## config.mk

```make
export PLATFORM = sky130hd
export DESIGN_NAME = wr_ptr_ctrl
export DESIGN_NICKNAME = d
export VERILOG_FILES = /design/src/rtl/wr_ptr_ctrl_pkg.sv /design/src/rtl/gray_sync.sv /design/src/rtl/wr_ptr_ctrl.sv
export SDC_FILE = /design/constraint.sdc
export NUM_CORES = 1
export LEC_CHECK = 0
export ABC_AREA = 1
export CORE_ASPECT_RATIO = 0.7
export CORE_UTILIZATION = 52
export DETAILED_ROUTE_END_ITERATION = 12
export GPL_TIMING_DRIVEN = 0
export HOLD_SLACK_MARGIN = 0.03
export PLACE_DENSITY = 0.94
export SLEW_MARGIN = 30
export SYNTH_ARGS = -nofsm -noshare
export SYNTH_HDL_FRONTEND = slang
export SYNTH_SLANG_ARGS = --single-unit
```

## constraint.sdc

```tcl
create_clock -name wr_clk_i -period 3.72 [get_ports wr_clk_i]
set_clock_uncertainty 0.1 [all_clocks]
set_input_delay 0.744 -clock wr_clk_i [delete_from_list [all_inputs] [get_ports wr_clk_i]]
set_output_delay 0.744 -clock wr_clk_i [all_outputs]
set_load 0.05 [all_outputs]
```

## src/rtl/wr_ptr_ctrl_pkg.sv

```systemverilog
// Shared async-FIFO helpers: default pointer geometry and gray/binary conversion.
// The conversion functions work on a wide zero-extended vector so that any
// pointer width up to MAX_PTR_W can use them; callers truncate the result.
package wr_ptr_ctrl_pkg;

  localparam int MAX_PTR_W = 32;
  localparam int PTR_W     = 5;
  localparam int DEPTH     = 1 << PTR_W;

  function automatic logic [MAX_PTR_W-1:0] bin2gray(input logic [MAX_PTR_W-1:0] b);
    return b ^ (b >> 1);
  endfunction

  // MSB-down XOR chain; zero upper bits of a narrow pointer pass through as zero.
  function automatic logic [MAX_PTR_W-1:0] gray2bin(input logic [MAX_PTR_W-1:0] g);
    logic [MAX_PTR_W-1:0] b;
    b[MAX_PTR_W-1] = g[MAX_PTR_W-1];
    for (int i = MAX_PTR_W - 2; i >= 0; i--) begin
      b[i] = b[i+1] ^ g[i];
    end
    return b;
  endfunction

endpackage

```

## src/rtl/gray_sync.sv

```systemverilog
// Multi-flop synchronizer for a gray-coded pointer crossing clock domains.
// Shared by the write side (read pointer) and the read side (write pointer).
module gray_sync #(
  parameter int WIDTH  = 6,
  parameter int STAGES = 2
) (
  input  logic             clk,
  input  logic             rst,
  input  logic [WIDTH-1:0] d,
  output logic [WIDTH-1:0] q
);

  logic [STAGES-1:0][WIDTH-1:0] chain;

  // Shift the pointer one stage per clock; stage 0 is the only flop that sees the async input.
  always_ff @(posedge clk or posedge rst) begin
    if (rst) begin
      chain <= '0;
    end else begin
      chain <= {chain[STAGES-2:0], d};
    end
  end

  assign q = chain[STAGES-1];

endmodule

```

## src/rtl/wr_ptr_ctrl.sv

```systemverilog
// Write-domain pointer controller of the async FIFO: accepts writes while not
// full, advances binary and gray write pointers, synchronizes the read pointer
// and produces full / almost-full / overflow flags.
//
// Handshake: wr_en_i is the producer's request (valid); the FIFO is ready when
// wr_full_o is low and reset is released. A transfer happens in exactly the
// cycles where wr_fire_o is high; a request while full is dropped and reported
// on wr_overflow_o the next cycle.
module wr_ptr_ctrl
  import wr_ptr_ctrl_pkg::*;
#(
  parameter int PTR_WIDTH    = PTR_W,
  parameter int SYNC_STAGES  = 2,
  parameter int AFULL_THRESH = DEPTH - 4
) (
  input  logic                 wr_clk_i,
  input  logic                 rst_i,
  input  logic                 wr_en_i,
  input  logic [PTR_WIDTH:0]   rptr_gray_i,
  output logic                 wr_fire_o,
  output logic [PTR_WIDTH-1:0] waddr_o,
  output logic [PTR_WIDTH:0]   wptr_bin_o,
  output logic [PTR_WIDTH:0]   wptr_gray_o,
  output logic [PTR_WIDTH:0]   rp2wp_gray_o,
  output logic                 wr_full_o,
  output logic                 wr_almost_full_o,
  output logic                 wr_overflow_o
);

  localparam int            PW        = PTR_WIDTH + 1;
  localparam logic [PW-1:0] AFULL_LVL = PW'(AFULL_THRESH);

  logic [PW-1:0] wbin_nxt;
  logic [PW-1:0] wgray_nxt;
  logic [PW-1:0] rbin;
  logic [PW-1:0] fill_nxt;
  logic [PW-1:0] full_cmp;

  // Read pointer brought into the write clock domain.
  gray_sync #(
    .WIDTH  (PW),
    .STAGES (SYNC_STAGES)
  ) u_rptr_sync (
    .clk (wr_clk_i),
    .rst (rst_i),
    .d   (rptr_gray_i),
    .q   (rp2wp_gray_o)
  );

  assign wr_fire_o = wr_en_i & ~wr_full_o & ~rst_i;
  assign waddr_o   = wptr_bin_o[PTR_WIDTH-1:0];

  // Next pointers; the flags below look at these so that the write that fills
  // the FIFO raises full on the same edge that moves the pointer.
  assign wbin_nxt  = wptr_bin_o + PW'(wr_fire_o);
  assign wgray_nxt = PW'(bin2gray(MAX_PTR_W'(wbin_nxt)));
  assign rbin      = PW'(gray2bin(MAX_PTR_W'(rp2wp_gray_o)));
  assign fill_nxt  = wbin_nxt - rbin;

  // Full when the write pointer is one lap ahead: in gray code that means the
  // top two bits are inverted and the rest match.
  assign full_cmp = {~rp2wp_gray_o[PW-1:PW-2], rp2wp_gray_o[PW-3:0]};

  // Register pointers and flags; gray is stored so only one bit toggles per write.
  always_ff @(posedge wr_clk_i or posedge rst_i) begin
    if (rst_i) begin
      wptr_bin_o       <= '0;
      wptr_gray_o      <= '0;
      wr_full_o        <= 1'b0;
      wr_almost_full_o <= 1'b0;
      wr_overflow_o    <= 1'b0;
    end else begin
      wptr_bin_o       <= wbin_nxt;
      wptr_gray_o      <= wgray_nxt;
      wr_full_o        <= (wgray_nxt == full_cmp);
      wr_almost_full_o <= (fill_nxt >= AFULL_LVL);
      wr_overflow_o    <= wr_en_i & wr_full_o;
    end
  end

endmodule
```

## After elaboration in Yosys (flattened, before gate mapping)

Cells that the tools add are included.

- Register bits after elaboration: 27
- Bits of input ports: 9
- Output and inout port bits: 27
- Word-level logic and storage cells: 23

- $add $sub $neg: 2
- $lt $le $gt $ge: 1
- Equality and inequality tests: 1
- Bitwise operators: 12

Operator list:

| operator | number |
|---|---|
| adder 6 x 1 -> 6 bit | 1 |
| equality test 6 bit | 1 |
| greater-or-equal comparator 6 x 5 -> 1 bit (second input constant) | 1 |
| subtractor 6 bit | 1 |
| XOR 6 x 5 -> 6 bit | 1 |
| XOR 1 bit | 5 |
| AND 1 bit | 3 |
| inverter 1 bit | 2 |
| inverter 2 bit | 1 |

## Logic depth before layout (Yosys ltp)

- Word-level depth: 7
- Depth in mapped cells: 20

## By module

A second synthesis with hierarchy kept.

- Cells, all modules: 184
- Area total of the unflattened synthesis: 1437.6 um^2

Modules (own cells, without submodules):

| module | times used | cells an instance | area an instance (um^2) |
|---|---|---|---|
| wr_ptr_ctrl | 1 | 165 | 1088.5 |
| gray_sync | 1 | 19 | 349.1 |

## Worst setup path after synthesis

OpenSTA, ideal clock, no wires.

- Kind: input to register
- Start: input port rst_i
- End: register wr_almost_full_o
- Library setup time: 129 ps
- Arrival time: 3716 ps
- Path slack: -225 ps
- Stages on the path: 15
- Path through: inv_1 > nand2_1 > nor2_1 > ha_1 > nand2_2 > nor2_4 > inv_2 > nand2_1 > inv_1 > ha_1 > a21oi_1 > nand2_1 > xor2_1 > o211ai_1 > nand3_1

- Word-level cells in the longest chain between the ends: 5

RTL lines:

| what | RTL line | RTL |
|---|---|---|
| start: declaration | wr_ptr_ctrl.sv:17 | `input logic rst_i,` |
| inverter 1 bit | wr_ptr_ctrl.sv:50 | `assign wr_fire_o = wr_en_i & ~wr_full_o & ~rst_i;` |
| AND 1 bit | wr_ptr_ctrl.sv:50 |  |
| named net wr_fire_o | wr_ptr_ctrl.sv:20 | `output logic wr_fire_o,` |
| adder 6 x 1 -> 6 bit | wr_ptr_ctrl.sv:55 | `assign wbin_nxt = wptr_bin_o + PW'(wr_fire_o);` |
| named net wbin_nxt[3] | wr_ptr_ctrl.sv:33 | `logic [PW-1:0] wbin_nxt;` |
| subtractor 6 bit | wr_ptr_ctrl.sv:58 | `assign fill_nxt = wbin_nxt - rbin;` |
| greater-or-equal comparator 6 x 5 -> 1 bit | wr_ptr_ctrl.sv:76 | `wr_almost_full_o <= (fill_nxt >= AFULL_LVL);` |
| end signal: assignment | wr_ptr_ctrl.sv:76 |  |
| end: declaration | wr_ptr_ctrl.sv:26 | `output logic wr_almost_full_o,` |

The timed path passes the listed nets, and every way through them passes these cells.

## Worst setup path in the final report

- Start: input port rst_i
- End: output port wr_fire_o

- Word-level cells in the longest chain between the ends: 2

RTL lines:

| what | RTL line |
|---|---|
| inverter 1 bit | wr_ptr_ctrl.sv:50 |
| AND 1 bit | wr_ptr_ctrl.sv:50 |
| end: declaration | wr_ptr_ctrl.sv:20 |

No other way between the ends.

==> results.toml <==
[clock_tree]
numCtsBuffers = 3
clk_latency_ns = 0.27
clock-sinks = 26
cts_root_buf = "clkbuf_8"
cts_hold_buffers = 0
postCtsSetupRepairBufs = 0
cts_tree = "built"
htreeDepth = 1
clock_path_buffers = 2
clkTransAtPathRegs_ns = 0.08

[floorplan]
dieArea_um2 = 2900
die_h_um = 45.4
core_area_um2 = 2500
io_pins = 36
std_cell_rows = 15
start_util_pct = 56.0
die_width_um = 64.0

[flow_run]
max_cap_viol_count = 0

[grt]
grt_pass1_wl_mm = 4.64
grt_max_degree = 28
overflow = 0
antenna_found_initial = 0
first_global_vias = 1050
grt_usage_pct = 21.6

[synthesis]
netlist_area_um2 = 1400
ys_types = 20
avgSynthCellArea_um2 = 8.22
syn_inst = 170
syn-num-nets = 187
synth_area_leader_cell = "dfrtp_1"
yosysWarnings = 0
ys_ff_latch = 26
yosysSeqAreaShare_pct = 46.6
netlist.area_leader.share_pct = 46.6
synth_top_cells_by_area = "dfrtp_1 (47%), nand2_1 (15%), nand3_1 (7.5%), buf_4 (6.4%), ha_1 (6.3%)"

[timing]
fin_crit_ns = 3.45
max_slew.worst_pin.slew_ns = 0.551
rsz0062_at_grt = "false"
relSlewSlack_pct = 63.0
fmax_mhz = 290
hold_viol = 0
fin_hold_ws_ns = 0.254
setup_viol = 0
drv_slew = 0
timing.final.crit_share_pct = 92.8
timing.final.ws_setup_ns = 0.269

[critical_path]
crit_required_ns = 2.88
worstPathMaxFanout = 14
worstSetupPathType = "in -> out"
cp-start-kind = "primary input"
endpoint_kind = "output port"
worstPathArrival_ns = 2.61

[power]
power_leakage_uw = 0.000945
sw_frac_of_total_pct = 50.6
p_int_uw = 828
ir_worst_vdd_uv = 466
combPwrFrac_pct = 64.0
p_sw_uw = 848
pwr-share-seq_pct = 25.3
clkPwrFrac_pct = 10.7
pwr_density_cell_nw_per_um2 = 903

[detailed_routing]
wl_per_cell_um = 11.1
ant_nets = 0
drtPass1Iterations = 4
drc = 0
routed_wl_mm = 2.71
vias_per_cell = 4.90
drtIter0Drc = 58
vias = 1196

[placement]
dpl.hpwl_mm = 2.09
gp_congestion = 0.839
io_buffers = 35
pre_cts_slack_ns = -0.325

[final_layout]
nNetsFinal = 228
areaGrowthSynthToFinish_pct = 32.9
drive_above_1_share_pct = 13.3
diodes = 0

[worst_hold_path]
hp-class = "reg -> reg"

[outcome]
status = "complete, no violations"
placed cells by master, fill, tap and decap left out, types with 4 or more instances in the layout:
cell / netlist / layout
nand2_1: 55 / 55
clkdlybuf4s50_1: 0 / 35
dfrtp_1: 26 / 26
nand3_1: 21 / 21
inv_1: 19 / 18
buf_4: 12 / 12
nand2_2: 7 / 7
nor2_1: 8 / 7
ha_1: 7 / 7
a21oi_1: 4 / 4
clkbuf_8: 0 / 4
layer usage:
layer  global-route usage [%]  share of wire (%)  vias to the layer above
met1                     27.0                 46                      549
met4                     6.82                1.6                        0
li1                         -                  -                      599
met2                     37.4                 47                       42
met5                        0                  0                        -
met3                     6.00                5.4                        6
final timing paths:
path                                 startpoint  cells after the start          endpoint  slack, ns
min reg2reg                u_rptr_sync.chain[4]                      0  u_rptr_sync.q[4]       0.25
max in group asynchronous                 rst_i                      2  u_rptr_sync.q[0]       2.41
max reg2reg                    u_rptr_sync.q[5]                     20  wr_almost_full_o       1.07
min                        u_rptr_sync.chain[4]                      0  u_rptr_sync.q[4]       0.25
min in group asynchronous                 rst_i                      2         wr_full_o       0.75
max                                       rst_i                      5         wr_fire_o       0.27
power by group through the flow:
stage	registers, µW	logic [µW]	clock network (µW)
2_1_floorplan	653	550	0
3_3_place_gp	426	1040	0
3_5_place_dp	432	1070	0
4_1_cts	425	1080	182
5_1_grt	438	1160	199
6_report	424	1070	179
cell type report:
class	count	area, µm²
plain buffers	12	90.1
clock buffers	4	55.1
fillers	194	639
inverters	20	78.8
multi-input cells	112	584
flip-flops and latches	26	651
well taps	34	42.5
repair buffers	35	350
repair inverters	1	5.00
sequential cells by signal, summed over array words and instances (netlist names):
| signal | count |
|---|---|
| wptr_gray_o | 5 |
| wr_almost_full_o | 1 |
| wr_full_o | 1 |
| u_rptr_sync.chain | 6 |
| u_rptr_sync.q | 6 |
| wptr_bin_o | 6 |
| wr_overflow_o | 1 |
worst max-delay path, cell delays in order:
cell and delay [ns]:
clkdlybuf4s50_1 0.48, clkinvlp_4 0.29, nand2_1 0.10, nor2_2 0.15, clkdlybuf4s50_1 0.83
what timing repair did:
action,in CTS,in global routing
pin swaps,0,0
setup endpoints to repair,2,2
gates resized for setup,1,0
cloned,0,1
Yosys cell counts (all sizes together):
master / n
a21oi: 4
and2: 1
buf: 12
dfrtp: 26
fa: 1
ha: 7
inv: 20
nand2: 62
nand2b: 1
nand3: 21
nand3b: 1
nor2: 9
o211ai: 1
o21ai: 1
o21bai: 1
xnor2: 1
xor2: 1
per-stage QoR:
step / utilization, % / area (µm²) / cells / setup TNS, ns / total power, µW
6_report: 74.4 / 1860 / 244 / 0 / 1680
5_1_grt: 74.4 / 1860 / 244 / 0 / 1800
4_1_cts: 74.2 / 1850 / 243 / 0 / 1680
3_5_place_dp: 71.8 / 1790 / 239 / -0.518 / 1500
3_3_place_gp: 71.8 / 1790 / 239 / -0.405 / 1470
2_1_floorplan: - / 1400 / 170 / 0 / 1200
logic make-up (layout without fill, tap and decap cells):
kind of cell	Yosys count	count (layout)	share of synthesized area, %
adders and majority gates	8	8	7.70
xor gates and xnor gates	2	2	1.25
and+or+nand+nor	95	95	29.8
DFF	26	26	46.6
AOI/OAI and AO/OA	7	7	2.86
buffers and inverters	32	72	11.8
No activity file was read; power rests on OpenSTA's default activity.
==> edit 1 (same settings) <==
Reset style: synchronous (`rst` and `rst_i`), changed in 2 clocked blocks. Comments in the files are not updated.
--- a/src/rtl/gray_sync.sv
+++ b/src/rtl/gray_sync.sv
@@ -13,7 +13,7 @@
   logic [STAGES-1:0][WIDTH-1:0] chain;
 
   // Shift the pointer one stage per clock; stage 0 is the only flop that sees the async input.
-  always_ff @(posedge clk or posedge rst) begin
+  always_ff @(posedge clk) begin
     if (rst) begin
       chain <= '0;
     end else begin
--- a/src/rtl/wr_ptr_ctrl.sv
+++ b/src/rtl/wr_ptr_ctrl.sv
@@ -62,7 +62,7 @@
   assign full_cmp = {~rp2wp_gray_o[PW-1:PW-2], rp2wp_gray_o[PW-3:0]};
 
   // Register pointers and flags; gray is stored so only one bit toggles per write.
-  always_ff @(posedge wr_clk_i or posedge rst_i) begin
+  always_ff @(posedge wr_clk_i) begin
     if (rst_i) begin
       wptr_bin_o       <= '0;
       wptr_gray_o      <= '0;
Function: differs if rst_i is asserted again (counterexample within 4 cycles, from zero or initial values and one cycle with rst_i high); with rst_i held inactive, the same outputs for 10 cycles.
==> edit 1 against the original RTL <==
  * Cell count is 22% higher
  * Final area is 4.0% higher
  * Sequential cell count stayed put
  * Synthesized cell count is 32% higher
  * Synthesized area is 5.6% higher
  * Wire length is 16% higher
  * Worst setup slack better by 0.32 ns
Power is not compared: it rests on default switching activity, and its combinational part moved more than twofold at a synthesized area within 25%.
==> edit 1: results (changes against the original RTL) <==
HPWL after detailed placement: 2.37 mm (+13%)
Vias in the first global route: 1,169 (+11%)
Insertion delay of the later-clocked pin in the worst-skew pair: 0.28 ns
# diodes: 0 (unchanged)
Clock Tree Root: clkbuf_8
Number of cells on the worst reg-to-reg path: 22 (+10%)
Number of nets produced by synthesis: 242 (+29%)
IR Drop Worst-Case VDD: 0.218 mV
Async set-reset flop share out of synthesis: 0 (-1.00)
Number of cells on the worst hold path: 2 (+2)
Synth top cells by count: 63 x nand2_1, 37 x inv_1, 31 x nand3_1
Antenna violations before repair: 0 (unchanged)
Beginning of the worst register-to-register path: u_rptr_sync.q[5]
Endpoint of the worst register-to-register path: wr_almost_full_o
Min-Delay Path Class: reg2reg
Last weighted congestion value of the routability-driven placer: 0.869 (+3.6%)
Beginning of the critical path: wr_en_i
Static leakage power: 0.955 nW
Worst hold slack: 0.307 ns (+0.0530 ns)
Combined global-route utilization of all metal layers: 0.225 (+0.00905)
Number of nets in the final layout: 281 (+23%)
Worst setup path end: wr_fire_o
Status: complete, no violations
Global-route wire length before repair: 5.11 mm (+10%)
R2R setup slack: 1.05 ns (-0.02 ns)
Maximum fanout count along the critical path: 3 (-11)
Worst Max-Slew Pin Slew: 0.507 ns (-0.0445 ns)
Drt first pass iters: 5 (+1)
Clock buffers created by TritonCTS: 3 (unchanged)
Unique masters post-synth: 17 (-15%)
Number of synthesis warnings: 0 (unchanged)
Largest stage delay on the critical path: 0.84 ns
Endpoint arrival time on the critical path: 2.28 ns (-0.33 ns)
Buffers from clock root to sink, at most: 2 (unchanged)
Initial drt markers: 125 (+120%)
Total Wirelength: 3.15 mm (+16%)
Port Buf Inserts: 34 (-2.9%)
Fraction of final layout cells with drive strength greater than 1: 0.0913 (-0.0421)
Hold Path Sink: u_rptr_sync.q[5]
Largest delay share family, worst path: buffers and inverters
Area contributors post-synth: dfxtp_1 35%, nand2_1 16%, nand3_1 11%, inv_1 9.4%, nor2_1 6.4%
Buffers inserted during post-CTS setup optimization: 0 (unchanged)
Hold Startpoint: u_rptr_sync.chain[5]
Maximum number of pins on one net before global-route repair: 16 (-43%)
Critical-path top delay cell: clkdlybuf4s50_1
Type of the worst setup path: in2out
Via-to-Cell Ratio: 4.70 (-4.0%)
Final setup violation count: 0 (unchanged)
Cts repair resizes: 0 (-1)
Level count of the clock H-tree: 1 (unchanged)
Post-CTS clock slew at the launch and capture registers of the worst setup and hold paths: 0.09 ns
Sequential area share after synthesis: 0.353 (-0.113)
Area after DPL: 1860 sq um (+3.7%)
[edit 1: worst register-to-register path: cells and delay by family, from the launching register on]
kind / cells / cell delay, ns
flip-flops: 1 / 0.40
XOR/XNOR: 1 / 0.14
AND/OR/NAND/NOR: 15 / 1.18
adder cells (fa/ha/maj): 2 / 0.54
buffers and inverters: 4 / 0.24
[edit 1: kinds of logic (layout without fill, tap and decap cells)]
group	after synthesis	count (layout)	share of synthesized area
and+or+nand+nor	126	126	0.364
AOI/OAI and AO/OA	10	10	0.0339
buffers and inverters	53	91	0.165
xor gates and xnor gates	2	2	0.0119
adders and majority gates	8	8	0.0729
DFF	26	26	0.353
[edit 1: cell type report]
type / instances / area, sq um
Tap cell: 34 / 42.5
Buffer: 15 / 101
Sequential cell: 26 / 520
Timing Repair Buffer: 34 / 340
Fill cell: 211 / 641
Inverter: 38 / 143
Clock buffer: 3 / 41.3
Clock inverter: 1 / 30.0
Multi-Input combinational cell: 146 / 712
[edit 1: through the flow]
step | util | setup slack [ns] | total power, mW | cells
floorplan | - | 0.193 | 0.405 | 225
global placement | 0.723 | 0.470 | 0.442 | 293
detailed placement | 0.723 | 0.394 | 0.445 | 293
CTS | 0.751 | 0.583 | 0.678 | 297
global route | 0.751 | 0.448 | 0.712 | 297
finish | 0.751 | 0.592 | 0.676 | 297
[edit 1: routing by layer]
layer,vias to the layer above,global-route usage,routed length [microns]
li1,751,-,-
met1,586,0.287,1430
met2,56,0.373,1480
met3,4,0.0718,215
met4,0,0.0565,18
met5,-,0,0
[edit 1: power by group]
| part | switching [mW] | internal (mW) | leakage (nW) |
|---|---|---|---|
| Clock | 0.0918 | 0.144 | 0.0357 |
| Combinational | 0.0902 | 0.0541 | 0.706 |
| Sequential | 0.00679 | 0.289 | 0.213 |
| Total | 0.189 | 0.487 | 0.955 |
==> edit 2 (same settings) <==
Without the edit above. The output `wr_overflow_o` loses its register stage (`wr_overflow_o` becomes a continuous assignment). Comments in the files are not updated.
--- a/src/rtl/wr_ptr_ctrl.sv
+++ b/src/rtl/wr_ptr_ctrl.sv
@@ -68,14 +68,14 @@
       wptr_gray_o      <= '0;
       wr_full_o        <= 1'b0;
       wr_almost_full_o <= 1'b0;
-      wr_overflow_o    <= 1'b0;
     end else begin
       wptr_bin_o       <= wbin_nxt;
       wptr_gray_o      <= wgray_nxt;
       wr_full_o        <= (wgray_nxt == full_cmp);
       wr_almost_full_o <= (fill_nxt >= AFULL_LVL);
-      wr_overflow_o    <= wr_en_i & wr_full_o;
     end
   end
 
+  assign wr_overflow_o = wr_en_i & wr_full_o;
+
 endmodule
Formal check against the unedited RTL: not equivalent (Yosys sat finds a counterexample within 4 cycles, from zero or initial values and one cycle with rst_i high).
==> edit 2 against the original RTL <==
  * Clock power down 14%
  * Register-to-register slack better by 0.06 ns
  * Utilization down 0.85 points
  * Total power down 2.4%
  * Non-clock buffer count unchanged
  * Fmax up 0.83%
  * Synthesized area down 1.8%
  * Wire length down 4.3%
  * Sequential cell count down 1
  * Worst setup slack better by 0.028 ns
  * Final area down 1.9%
  * Critical endpoint unchanged
  * Largest cell class unchanged
  * Largest power group unchanged
==> edit 2: results (changes against the original RTL) <==
Status: complete, no violations
Combinational power share: 0.653 (+0.013)
Met2 usage in global routing: 0.364 (-0.0106)
Maximum fanout count along the critical path: 13 (-1)
Number of nets in the final layout: 227 (-0.44%)
# diodes: 0 (unchanged)
Area contributors post-synth: dfrtp_1 46%, nand2_1 15%, nand3_1 7.7%, buf_4 6.6%, ha_1 6.4%
Initial drt markers: 33 (-43%)
Met1 wire length: 1.22 mm (-2.8%)
Final std cell area, no fill: 1820 sq um (-1.9%)
Vias in the first global route: 1,094 (+4.2%)
Combined global-route utilization of all metal layers: 0.207 (-0.00985)
Met1 usage: 0.247 (-0.0228)
Clk. pwr: 0.154 mW (-14%)
Met3 routed WL: 162 microns (+12%)
Drt first pass iters: 5 (+1)
Met3 capacity usage during global routing: 0.0682 (+0.00818)
Global-route wire length before repair: 4.42 mm (-4.8%)
Static leakage power: 0.925 nW (-2.1%)
Number of filler instances in the final layout: 198 (+2.1%)
Clock Tree Root: clkbuf_8
Worst Max-Slew Pin Slew: 0.561 ns (+0.00977 ns)
Synth top cells by count: 55 x nand2_1, 25 x dfrtp_1, 21 x nand3_1
Fraction of final layout cells with drive strength greater than 1: 0.129 (-0.00415)
Adder-cell share of the synthesized area: 0.0784 (+0.00140)
Post-Place Worst Slack: -0.288 ns (+0.0370 ns)
IR Drop Worst-Case VDD: 0.488 mV (+4.7%)
Clock buffers created by TritonCTS: 3 (unchanged)
Sequential area share after synthesis: 0.456 (-0.00974)
Post-CTS clock slew at the launch and capture registers of the worst setup and hold paths: 0.08 ns (about the same)
Average wire length per cell after detail routing: 10.7 microns (-3.9%)
Maximum number of pins on one net before global-route repair: 27 (-3.6%)
Endpoint arrival time on the critical path: 2.58 ns (-0.03 ns)
Total Wirelength: 2.59 mm (-4.3%)
Net switching component of the power: 0.838 mW (-1.2%)
Via-to-Cell Ratio: 4.82 (-1.6%)
Placed cells: 238 (-0.42%)
Routed met2 length: 1.20 mm (-5.2%)
Mux contribution to synthesized area: 0 (unchanged)
HPWL after detailed placement: 2.01 mm (-3.8%)
Number of nets produced by synthesis: 186 (-0.53%)
XOR/XNOR share of the synthesized area: 0.0128 (+0.000229)
Last weighted congestion value of the routability-driven placer: 0.830 (-1.0%)
Post-Synthesis Mean Instance Area: 8.12 sq um (-1.2%)
Share of the synthesized area in compound gates (AO/OA/AOI/OAI): 0.0292 (+0.000522)
[edit 2: cell count changes after synthesis, sizes merged]
cell	before	now
dfrtp	26	25
[edit 2: area by class of cell]
class	count	area share
Clock buffer	4	0.0247
Multi-Input combinational cell	112	0.321
Sequential cell	25	0.343
Timing Repair Buffer	35	0.192
Tap cell	34	0.0234
Timing Repair inverter	1	0.00275
Buffer	12	0.0495
Inverter	20	0.0433
[edit 2: path summary, 6_finish.rpt]
| kind | from | to | slack (ns) | depth (start not counted) |
|---|---|---|---|---|
| max | rst_i | wr_fire_o | 0.30 | 5 |
| min reg2reg | u_rptr_sync.chain[0] | u_rptr_sync.q[0] | 0.25 | 0 |
| min in group asynchronous | rst_i | wptr_gray_o[0] | 0.76 | 2 |
| max in group asynchronous | rst_i | u_rptr_sync.q[0] | 2.37 | 2 |
| min | u_rptr_sync.chain[0] | u_rptr_sync.q[0] | 0.25 | 0 |
| max reg2reg | u_rptr_sync.q[5] | wr_almost_full_o | 1.13 | 20 |
